--- src/rtl/im_loader.sv ---
// Instruction-memory loader: packs a big-endian byte stream into 32-bit words
// and writes them to consecutive word addresses starting at BASE_ADDR.
module im_loader #(
  parameter logic [15:0] BASE_ADDR = 16'h3000
) (
  input  logic        clk,
  input  logic        rst,
  input  logic        start,
  input  logic [15:0] num_words,
  input  logic        byte_valid,
  input  logic [7:0]  byte_data,
  output logic        byte_ready,
  output logic        im_we,
  output logic [15:0] im_addr,
  output logic [31:0] im_din,
  output logic        busy,
  output logic        done,
  output logic [15:0] words_written
);

  typedef enum logic [1:0] {IDLE, COLLECT, WRITE, DONE} state_t;

  state_t      state, nxt;
  logic [15:0] nw_q;
  logic [1:0]  idx;
  logic [15:0] wr_cnt_nxt;
  logic        xfer;

  assign wr_cnt_nxt = words_written + 16'd1;
  assign xfer       = (state == COLLECT) && byte_valid;

  always_ff @(posedge clk or negedge rst) begin
    if (!rst) state <= IDLE;
    else      state <= nxt;
  end

  always_comb begin
    nxt = state;
    case (state)
      IDLE:    if (start) nxt = (num_words == 16'd0) ? DONE : COLLECT;
      COLLECT: if (byte_valid && idx == 2'd3) nxt = WRITE;
      WRITE:   nxt = (wr_cnt_nxt == nw_q) ? DONE : COLLECT;
      DONE:    nxt = IDLE;
      default: nxt = IDLE;
    endcase
  end

  assign byte_ready = (state == COLLECT);
  assign im_we      = (state == WRITE);
  assign busy       = (state != IDLE);
  assign done       = (state == DONE);

  // Address advances only on leaving WRITE, so it is stable during the strobe
  // and holds the last written address once the load finishes.
  always_ff @(posedge clk or negedge rst) begin
    if (!rst) begin
      im_addr       <= BASE_ADDR;
      im_din        <= 32'd0;
      words_written <= 16'd0;
      idx           <= 2'd0;
      nw_q          <= 16'd0;
    end else begin
      case (state)
        IDLE: if (start) begin
          nw_q          <= num_words;
          im_addr       <= BASE_ADDR;
          words_written <= 16'd0;
          idx           <= 2'd0;
        end
        COLLECT: if (xfer) begin
          case (idx)
            2'd0: im_din[31:24] <= byte_data;
            2'd1: im_din[23:16] <= byte_data;
            2'd2: im_din[15:8]  <= byte_data;
            default: im_din[7:0] <= byte_data;
          endcase
          idx <= idx + 2'd1;
        end
        WRITE: begin
          words_written <= wr_cnt_nxt;
          if (wr_cnt_nxt != nw_q) im_addr <= im_addr + 16'd4;
        end
        default: ;
      endcase
    end
  end

endmodule

--- config.mk ---
export PLATFORM = sky130hd
export DESIGN_NAME = im_loader
export DESIGN_NICKNAME = d
export VERILOG_FILES = /design/src/rtl/im_loader.sv
export SDC_FILE = /design/constraint.sdc
export NUM_CORES = 1
export LEC_CHECK = 0
export ABC_AREA = 1
export CORE_MARGIN = 5
export CORE_UTILIZATION = 54
export DETAILED_ROUTE_END_ITERATION = 8
export PLACE_DENSITY = 0.86
export SLEW_MARGIN = 20
export SYNTH_ARGS = -nofsm -noshare
export SYNTH_HDL_FRONTEND = slang
export SYNTH_SLANG_ARGS = --single-unit
--- constraint.sdc ---
create_clock -name clk -period 4.6 [get_ports clk]
set_input_delay 0.69 -clock clk [delete_from_list [all_inputs] [get_ports clk]]
set_output_delay 0.69 -clock clk [all_outputs]
set_load 0.01 [all_outputs]
==> impl_metrics.yaml <==
yosys:
  synth_compound_area_share_pct: 9.86
  synth.area.mux_share_pct: 0.804
  synth.top_cell.area_share_pct: 47.6
  ys.flop_type: "dfrtp_1"
  ys_top_cells_by_area: "dfrtp_1 (48%), nand2_1 (15%), o21ai_0 (7.1%), nand3_1 (6.8%), inv_1 (6.2%)"
  synthAdderAreaFrac_pct: 1.79
  avgSynthCellArea_um2: 7.71
  synth_warnings: 0
  syn_inst: 545
  yosysMostFrequentCell: "nand2_1"
  syn_area_mm2: 0.00420
  yosysTopAreaCell: "dfrtp_1"
  synth_edf_count: 0
  synthArstFlopShare_pct: 100
  synth_cell_types: 31
  synthSimpleGateAreaFrac_pct: 28.9
  ys_seq_area_share_pct: 48.9
  synth_common_cells: "nand2_1 (164), dfrtp_1 (80), inv_1 (69)"
  synthXorXnorAreaFrac_pct: 1.37
  ys_ff_latch: 82
  synth_top_family_by_area: "simple AND/OR/NAND/NOR gates"
sta:
  final.setup.tns_ns: 0
  relSlewSlack_pct: 33.7
  slew_viol_final: 0
  hold_viol: 0
  worstMarginPinSlew_ns: 0.992
  fin_crit_sh_pct: 55.2
  finalCriticalPeriod_ns: 2.54
  setup_violations: 0
  fmax_mhz: 393
  rsz0062_at_grt: "false"
  clock_skew_ns: 0.00811
clock_tree:
  ctsHtreeMaxLevel: 3
  cts_tree: "yes"
  clkTransAtPathRegs_ns: 0.09
  clk_latency_ns: 0.36
  clock-root-buffer: "clkbuf_8"
  cts_resized: 0
  cts_setup_buffers: 0
  clockBufferDepth: 2
  hold_buffers: 0
  cts_made_buffers: 9
  cts.sinks: 82
floorplan:
  ioPinCount: 96
  coreArea_mm2: 0.00765
  fp.dieW_um: 98.2
  dieHeight_um: 98.2
  dieArea_mm2: 0.00964
  row_count: 32
  start_util_pct: 54.9
global_route:
  antenna_found_initial: 0
  grt_pass1_vias: 3845
  overflow: 0
  grt_max_degree: 83
  grtUsageTotal_pct: 23.2
  grt_pass1_wl_mm: 18.4
route:
  ant_nets: 0
  drc: 0
  drt_iter0_drc: 198
  vias: 3925
  routed_wl_mm: 10.9
  firstDrtPassIters: 7
  vias_per_cell: 5.28
  wl_per_cell_um: 14.7
cells_and_area:
  drive_above_1_share_pct: 5.62
  syn2layout_area_growth_pct: 28.7
  finalNetCount: 670
  antennaDiodeCount: 0
  fin_cells: 743
  fin_area_mm2: 0.00541
worst_setup_path:
  critPathKind: "primary input to flop"
  worst_r2r_startpoint: "words_written[0]$_DFFE_PN0P_"
  crit_end: "im_addr[8]$_DFFE_PN0P_"
  cpMostUsedCell: "nand2_1"
  cp.required_ns: 4.85
  worstSetupStartpointType: "primary input"
  crit_chain: "clkdlybuf4s50_1 -> nand2_1 -> nand2_1 -> buf_4 -> nand2_2 -> nand2_1 -> nand2_1"
  timing.rr.end: "im_addr[8]$_DFFE_PN0P_"
  cpMaxStageDelayCell: "nand2_1"
  slowest_delay_ns: 0.57
  r2r_slack_ns: 2.10
  cp.arrival_ns: 2.79
  crit_fanout: 34
  r2r_cells: 13
  crit_path_end_kind: "flop"
  startpoint: "start"
power:
  fin_total_pwr_mw: 2.76
  peakVddDrop_uv: 378
  leakage_nw: 2.55
  p_per_area_mw_per_mm2: 510
placed_design:
  numPlacedInstances: 727
  port-buffer-count: 93
  place_congestion: 0.875
  place_area_mm2: 0.00520
  hpwlAfterDp_mm: 7.82
hold_path:
  hold_path_class: "primary input to asynchronous set/reset pin"
flow_run:
  drv_cap: 0
run_status:
  outcome: "finished, final reports clean"
## sequential cells by signal, indices dropped and copies added (netlist names)
| register | cells |
|---|---|
| idx | 2 |
| im_addr | 14 |
| im_din | 32 |
| nw_q | 16 |
| state | 2 |
| words_written | 16 |
## cell usage in the layout, fill, tap and decap left out, types with 5 or more instances in the layout
cell type          n
nand4_1           10
dfrtp_1           80
clkbuf_8           9
ha_1               6
nor3_1             7
o21ai_0           60
nand3b_1           5
nor2_1            26
nand2_1          164
inv_1             69
nand3_1           57
a21oi_1            9
o22ai_1            9
nor2_2             5
clkdlybuf4s50_1   92
## cells by family (layout without fill, tap and decap cells)
family,after synthesis,in the layout
simple gates,280,280
buf+inv,88,183
flops,82,82
compound gates,80,80
fa+ha+maj,6,6
xor+xnor,5,5
mux,3,3
other cells,1,2
## worst min-delay path by stage
stage / slack [ns] / end / startpoint
global route: 0.42 / words_written[12]$_DFFE_PN0P_ / rst
floorplan: 0.39 / idx[0]$_DFFE_PN0P_ / rst
global placement: 0.46 / im_din[7]$_DFFE_PN0P_ / im_din[7]$_DFFE_PN0P_
detailed placement: 0.47 / im_din[17]$_DFFE_PN0P_ / im_din[17]$_DFFE_PN0P_
finish: 0.35 / words_written[12]$_DFFE_PN0P_ / rst
CTS: 0.49 / im_din[17]$_DFFE_PN0P_ / im_din[17]$_DFFE_PN0P_
## cell type report
class                   count  area (µm²)
flip-flops and latches     82        2050
clock inverters             7        76.3
repair buffers             96         955
fillers                   599        2240
multi-input cells         376        1800
clock buffers               9         124
inverters                  71         267
well taps                 102         128
## metrics by stage
step | hold slack [ns] | util, % | setup slack (ns)
after floorplan | 0.394 | - | 2.66
after global placement | 0.465 | 68.0 | 1.82
after detailed placement | 0.474 | 68.0 | 1.70
after CTS | 0.493 | 70.7 | 2.06
after global routing | 0.420 | 70.7 | 1.83
final | 0.351 | 70.7 | 2.06
## layer usage
layer / GRT usage, % / vias to the layer above / share of wire [%]
li1: - / 1935 / -
met5: 0 / - / 0
met2: 39.6 / 123 / 48
met4: 7.25 / 0 / 1.7
met3: 5.64 / 16 / 8.0
met1: 29.4 / 1851 / 42
## report_power, final
group          switching, mW  leakage [nW]  internal (mW)
clock                  0.285        0.0966          0.256
combinational          0.563          1.40          0.510
sequential             0.183          1.06          0.960
total                   1.03          2.55           1.73
## critical path: cells and delay by family
kind / cells / cell delay, ns
buf+inv: 2 / 0.82
simple gates: 5 / 1.28
Note: power is estimated with default switching activity, not from simulation.
